<file path="src/rtl/opcode_decode.sv">
// NMOS 6502 opcode decoder: combinational mnemonic / addressing-mode decode of
// one instruction byte, plus a registered sticky flag for undocumented bytes.

package common_types;
   typedef logic [7:0] data_t;

   // 56 documented mnemonics plus ILL for anything undocumented
   typedef enum logic [5:0] {
      ADC, AND, ASL, BCC, BCS, BEQ, BIT, BMI, BNE, BPL, BRK, BVC, BVS, CLC,
      CLD, CLI, CLV, CMP, CPX, CPY, DEC, DEX, DEY, EOR, INC, INX, INY, JMP,
      JSR, LDA, LDX, LDY, LSR, NOP, ORA, PHA, PHP, PLA, PLP, ROL, ROR, RTI,
      RTS, SBC, SEC, SED, SEI, STA, STX, STY, TAX, TAY, TSX, TXA, TXS, TYA,
      ILL
   } opc_t;

   typedef enum logic [3:0] {
      AM_IMP, AM_ACC, AM_IMM, AM_ZP, AM_ZPX, AM_ZPY, AM_ABS, AM_ABX, AM_ABY,
      AM_IND, AM_INX, AM_INY, AM_REL
   } addmod_t;
endpackage

module opcode_decode
   import common_types::*;
(
   input  logic    clk,
   input  logic    rst,
   input  data_t   instr,
   output opc_t    opcode,
   output addmod_t mode,
   output logic    illegal,
   output logic    illegal_seen
);

   logic [2:0] aaa;
   logic [2:0] bbb;
   logic [1:0] cc;

   assign aaa = instr[7:5];
   assign bbb = instr[4:2];
   assign cc  = instr[1:0];

   // Pure byte -> (mnemonic, mode) decode; anything not matched stays ILL/implied
   always_comb begin
      opcode = ILL;
      mode   = AM_IMP;
      case (cc)
         // ALU group: mnemonic from aaa, mode from bbb
         2'b01: begin
            case (aaa)
               3'd0: opcode = ORA;
               3'd1: opcode = AND;
               3'd2: opcode = EOR;
               3'd3: opcode = ADC;
               3'd4: opcode = STA;
               3'd5: opcode = LDA;
               3'd6: opcode = CMP;
               default: opcode = SBC;
            endcase
            case (bbb)
               3'd0: mode = AM_INX;
               3'd1: mode = AM_ZP;
               3'd2: mode = AM_IMM;
               3'd3: mode = AM_ABS;
               3'd4: mode = AM_INY;
               3'd5: mode = AM_ZPX;
               3'd6: mode = AM_ABY;
               default: mode = AM_ABX;
            endcase
            // there is no store-immediate
            if (instr == 8'h89) begin
               opcode = ILL;
               mode   = AM_IMP;
            end
         end

         // Read-modify-write / X-register group
         2'b10: begin
            case (bbb)
               3'd1, 3'd3, 3'd5, 3'd7: begin
                  case (aaa)
                     3'd0: opcode = ASL;
                     3'd1: opcode = ROL;
                     3'd2: opcode = LSR;
                     3'd3: opcode = ROR;
                     3'd4: opcode = STX;
                     3'd5: opcode = LDX;
                     3'd6: opcode = DEC;
                     default: opcode = INC;
                  endcase
                  case (bbb)
                     3'd1: mode = AM_ZP;
                     3'd3: mode = AM_ABS;
                     // X-register ops index by Y instead of X
                     3'd5: mode = (aaa == 3'd4 || aaa == 3'd5) ? AM_ZPY : AM_ZPX;
                     default: mode = (aaa == 3'd5) ? AM_ABY : AM_ABX;
                  endcase
                  // STX has no absolute-indexed form
                  if (instr == 8'h9E) begin
                     opcode = ILL;
                     mode   = AM_IMP;
                  end
               end
               3'd2: begin
                  case (aaa)
                     3'd0: begin opcode = ASL; mode = AM_ACC; end
                     3'd1: begin opcode = ROL; mode = AM_ACC; end
                     3'd2: begin opcode = LSR; mode = AM_ACC; end
                     3'd3: begin opcode = ROR; mode = AM_ACC; end
                     3'd4: opcode = TXA;
                     3'd5: opcode = TAX;
                     3'd6: opcode = DEX;
                     default: opcode = NOP;
                  endcase
               end
               3'd0: begin
                  if (aaa == 3'd5) begin
                     opcode = LDX;
                     mode   = AM_IMM;
                  end
               end
               3'd6: begin
                  if (aaa == 3'd4) opcode = TXS;
                  else if (aaa == 3'd5) opcode = TSX;
               end
               default: ;
            endcase
         end

         // Control group: irregular, decoded by full byte
         2'b00: begin
            case (instr)
               8'h10: begin opcode = BPL; mode = AM_REL; end
               8'h30: begin opcode = BMI; mode = AM_REL; end
               8'h50: begin opcode = BVC; mode = AM_REL; end
               8'h70: begin opcode = BVS; mode = AM_REL; end
               8'h90: begin opcode = BCC; mode = AM_REL; end
               8'hB0: begin opcode = BCS; mode = AM_REL; end
               8'hD0: begin opcode = BNE; mode = AM_REL; end
               8'hF0: begin opcode = BEQ; mode = AM_REL; end
               8'h00: opcode = BRK;
               8'h40: opcode = RTI;
               8'h60: opcode = RTS;
               8'h08: opcode = PHP;
               8'h28: opcode = PLP;
               8'h48: opcode = PHA;
               8'h68: opcode = PLA;
               8'h88: opcode = DEY;
               8'hA8: opcode = TAY;
               8'hC8: opcode = INY;
               8'hE8: opcode = INX;
               8'h18: opcode = CLC;
               8'h38: opcode = SEC;
               8'h58: opcode = CLI;
               8'h78: opcode = SEI;
               8'h98: opcode = TYA;
               8'hB8: opcode = CLV;
               8'hD8: opcode = CLD;
               8'hF8: opcode = SED;
               8'h20: begin opcode = JSR; mode = AM_ABS; end
               8'h4C: begin opcode = JMP; mode = AM_ABS; end
               8'h6C: begin opcode = JMP; mode = AM_IND; end
               8'h24: begin opcode = BIT; mode = AM_ZP;  end
               8'h2C: begin opcode = BIT; mode = AM_ABS; end
               8'h84: begin opcode = STY; mode = AM_ZP;  end
               8'h8C: begin opcode = STY; mode = AM_ABS; end
               8'h94: begin opcode = STY; mode = AM_ZPX; end
               8'hA0: begin opcode = LDY; mode = AM_IMM; end
               8'hA4: begin opcode = LDY; mode = AM_ZP;  end
               8'hAC: begin opcode = LDY; mode = AM_ABS; end
               8'hB4: begin opcode = LDY; mode = AM_ZPX; end
               8'hBC: begin opcode = LDY; mode = AM_ABX; end
               8'hC0: begin opcode = CPY; mode = AM_IMM; end
               8'hC4: begin opcode = CPY; mode = AM_ZP;  end
               8'hCC: begin opcode = CPY; mode = AM_ABS; end
               8'hE0: begin opcode = CPX; mode = AM_IMM; end
               8'hE4: begin opcode = CPX; mode = AM_ZP;  end
               8'hEC: begin opcode = CPX; mode = AM_ABS; end
               default: ;
            endcase
         end

         // cc=11 is entirely undocumented on NMOS parts
         default: ;
      endcase
   end

   assign illegal = (opcode == ILL);

   // Sticky record of any undocumented byte; only reset clears it
   always_ff @(posedge clk) begin
      if (rst)          illegal_seen <= 1'b0;
      else if (illegal) illegal_seen <= 1'b1;
   end

endmodule

</file>
<file path="config.mk">
export PLATFORM = sky130hd
export DESIGN_NAME = opcode_decode
export DESIGN_NICKNAME = d
export VERILOG_FILES = /design/src/rtl/opcode_decode.sv
export SDC_FILE = /design/constraint.sdc
export NUM_CORES = 1
export LEC_CHECK = 0
export CORE_UTILIZATION = 34
export CTS_CLUSTER_SIZE = 16
export DETAILED_ROUTE_END_ITERATION = 10
export GPL_ROUTABILITY_DRIVEN = 0
export PLACE_DENSITY_LB_ADDON = 0.05
export SYNTH_ARGS = -nofsm -noshare
export SYNTH_HDL_FRONTEND = slang
export SYNTH_SLANG_ARGS = --single-unit
</file>
<file path="constraint.sdc">
create_clock -name clk -period 5.8 [get_ports clk]
set_input_delay 1.45 -clock clk [delete_from_list [all_inputs] [get_ports clk]]
set_output_delay 1.45 -clock clk [all_outputs]
set_load 0.02 [all_outputs]
</file>
==> flow_metrics.py <==
metrics = {
    "synth": {
        "synthTopCellsByArea": "a21oi_1, nor2_1, nand2_1",
        "yosysUniqueCellTypes": 66,
        "ys_warn_count": 0,
        "synth_cells": 260,
        "post-synth-top-area-fraction": 0.0763,
        "synth_ff_type": "dfxtp_1",
        "async_reset_ff_frac": 0,
        "avgSynthCellArea_sq_um": 6.31,
        "yosysTopAreaCell": "a21oi_1",
        "synth_edf_count": 0,
        "yosysSeqAreaShare": 0.0122,
        "ys_ff_latch": 1,
        "synth_area_sq_um": 1640,
        "mappedNetlistNets": 270,
    },
    "placed_design": {
        "io_buffers": 21,
        "dpl.hpwl_um": 5210,
    },
    "pwr": {
        "pwr-share-seq": 0.042,
        "netSwitchingPower_w": 0.000102,
        "combPwrFrac": 0.958,
        "peakVddDrop_mv": 0.0586,
        "p_int_w": 0.0000885,
        "clkPwrFrac": 0,
        "power_per_cell_area_nw_per_um2": 86.4,
        "p_sw_frac": 0.536,
        "power_w": 0.000191,
        "power.leakage_nw": 0.873,
    },
    "final_layout": {
        "largest_register_ffs": 1,
        "multi_input_area_sq_um": 1430,
        "final_cell_mix": "buf_4, nor2_1, a21oi_1, nand2_1, clkdlybuf4s50_1",
        "regMostFlops": "illegal_seen",
        "areaGrowthSynthToFinish_pct": 34.6,
        "diodes": 0,
        "fin_nets": 317,
        "final_layout_size_suffix_gt1_frac": 0.243,
        "ff_latch_area_sq_um": 20.0,
        "largestRegisters": "illegal_seen: 1 flops",
        "fillerInstances": 483,
        "layout_commonest_cell": "buf_4",
    },
    "clock_tree": {
        "postCtsHoldBufs": 0,
        "clkTransAtPathRegs_ps": 0,
        "clkLatencyLatePin_ps": 0,
        "postCtsSetupRepairBufs": 0,
    },
    "detailed_routing": {
        "drtPass1Iterations": 5,
        "vias": 2264,
        "wl_um": 6700,
        "drc": 0,
        "wire_per_inst_um": 18.8,
        "routed_via_density": 6.34,
        "drtIter0Drc": 320,
        "ant_nets": 0,
    },
    "worst_setup_path": {
        "crit_path_start": "instr[0]",
        "crit_type": "in2out",
        "r2r_start": "illegal_seen$_SDFFE_PP0N_",
        "worst_ep_required_time_ps": 4350,
        "cp_max_fo": 9,
        "setup.worst_path.end": "opcode[3]",
        "r2r_slack_ps": 5280,
        "crit_path_start_kind": "input pin",
        "endpoint_kind": "output pin",
        "rr_worst_depth": 2,
        "r2r_end": "illegal_seen$_SDFFE_PP0N_",
        "arrival_ps": 4220,
    },
    "timing": {
        "final.setup.tns_ps": 0,
        "finClkSkew_ps": 0,
        "rsz0062_at_grt": "no",
        "relSlewSlack": 0.697,
        "worst_pin_slew_ps": 451,
        "setup_viol": 0,
        "fin_crit_ps": 5670,
        "slew_violations": 0,
        "fmax_ghz": 0.176,
        "hold_viol": 0,
        "post-route-period-util": 0.977,
    },
    "status": {
        "status": "completed",
    },
    "global_routing": {
        "antenna_found_initial": 0,
        "grt_use_total": 0.271,
        "grt_pass1_vias": 2080,
        "grt_max_degree": 27,
        "grt_overflow": 0,
        "grt_pass1_wl_um": 11200,
    },
    "floorplanning": {
        "fp.dieH_um": 71.5,
        "initial_core_util": 0.364,
        "rows": 24,
        "die_width_um": 71.5,
        "ios": 22,
        "dieArea_sq_um": 5110,
        "core_sq_um": 4500,
    },
    "hold_path": {
        "hp-class": "reg2reg",
        "holdCritStartpoint": "illegal_seen$_SDFFE_PP0N_",
    },
    "flow_run": {
        "maxCapViolations": 0,
    },
}
==> final cells by class <==
class                      instances  area share
inverter                          11      0.0187
multi-input combinational        219       0.648
sequential                         1     0.00907
tap                               52      0.0295
timing repair buffer              74       0.295
==> per-stage QoR <==
| step | util | cell area, sq um | hold slack, ps | setup slack [ps] | instances |
|---|---|---|---|---|---|
| 3_3_place_gp | 0.483 | 2170 | 446 | -16.9 | 357 |
| 4_1_cts | 0.483 | 2180 | 442 | 13.0 | 357 |
| 3_5_place_dp | 0.483 | 2170 | 442 | -37.8 | 357 |
| 5_1_grt | 0.490 | 2210 | 472 | 10.1 | 357 |
| 6_report | 0.490 | 2210 | 437 | 133 | 357 |
| 2_1_floorplan | - | 1640 | 528 | 887 | 260 |
==> timing repair <==
| item | 4_1_cts | 5_1_grt |
|---|---|---|
| endpoints found under the setup margin | 2 | 3 |
| cloned | 0 | 0 |
| resized for setup | 2 | 8 |
==> cells in the mapped netlist (3+ instances only) <==
| master | n |
|---|---|
| nand2b_1 | 6 |
| or3b_2 | 3 |
| nor2b_1 | 11 |
| buf_2 | 9 |
| nand4_1 | 7 |
| o211ai_1 | 3 |
| buf_6 | 3 |
| nand3b_1 | 3 |
| nor2_1 | 27 |
| inv_1 | 10 |
| a32oi_1 | 3 |
| buf_4 | 6 |
| clkbuf_1 | 6 |
| o2111ai_1 | 5 |
| nor3_1 | 5 |
| buf_1 | 5 |
| nand3_1 | 5 |
| a21oi_1 | 25 |
| o22ai_1 | 7 |
| nor4_1 | 3 |
| o32ai_1 | 3 |
| nand2_1 | 22 |
| a31oi_1 | 5 |
| a22oi_1 | 4 |
| a21o_1 | 6 |
| o21ai_0 | 16 |
==> power groups by stage <==
stage	clock, W	sequential (W)	combinational [W]
global route	0	0.00000812	0.000197
CTS	0	0.00000807	0.000179
detailed placement	0	0.00000806	0.000178
finish	0	0.00000806	0.000183
global placement	0	0.00000802	0.000180
floorplan	0	0.00000897	0.000104
==> worst min-delay path by stage <==
stage / to / slack, ps / depth (start not counted)
finish: illegal_seen$_SDFFE_PP0N_ / 440 / 2
global placement: illegal_seen$_SDFFE_PP0N_ / 450 / 2
detailed placement: illegal_seen$_SDFFE_PP0N_ / 440 / 2
floorplan: illegal_seen$_SDFFE_PP0N_ / 530 / 2
global route: illegal_seen$_SDFFE_PP0N_ / 470 / 2
CTS: illegal_seen$_SDFFE_PP0N_ / 440 / 2
==> worst max-delay path: stages <==
cell             delay (ps)
clkdlybuf4s50_1         660
buf_4                   220
nor2_1                   60
buf_4                   180
nand4_1                 140
o21ai_0                 160
or4_1                   550
o22ai_2                 200
inv_1                    60
clkdlybuf4s50_1         530
==> cells by family after synthesis <==
logic type	after synthesis	share of synthesized area
compound gates	104	0.452
buf+inv	40	0.126
fa+ha+maj	1	0.00610
mux	1	0.00610
simple gates	111	0.387
xor+xnor	2	0.0107
flops	1	0.0122
==> layer usage <==
metal	GRT usage	up-vias	part of all wire	wire length (um)
met3	0.0211	6	0.075	501
met4	0.0327	0	0.010	70
li1	-	1094	-	-
met5	0	-	0	0
met2	0.443	105	0.47	3120
met1	0.399	1059	0.45	3010
(Power assumes the default switching activity.)
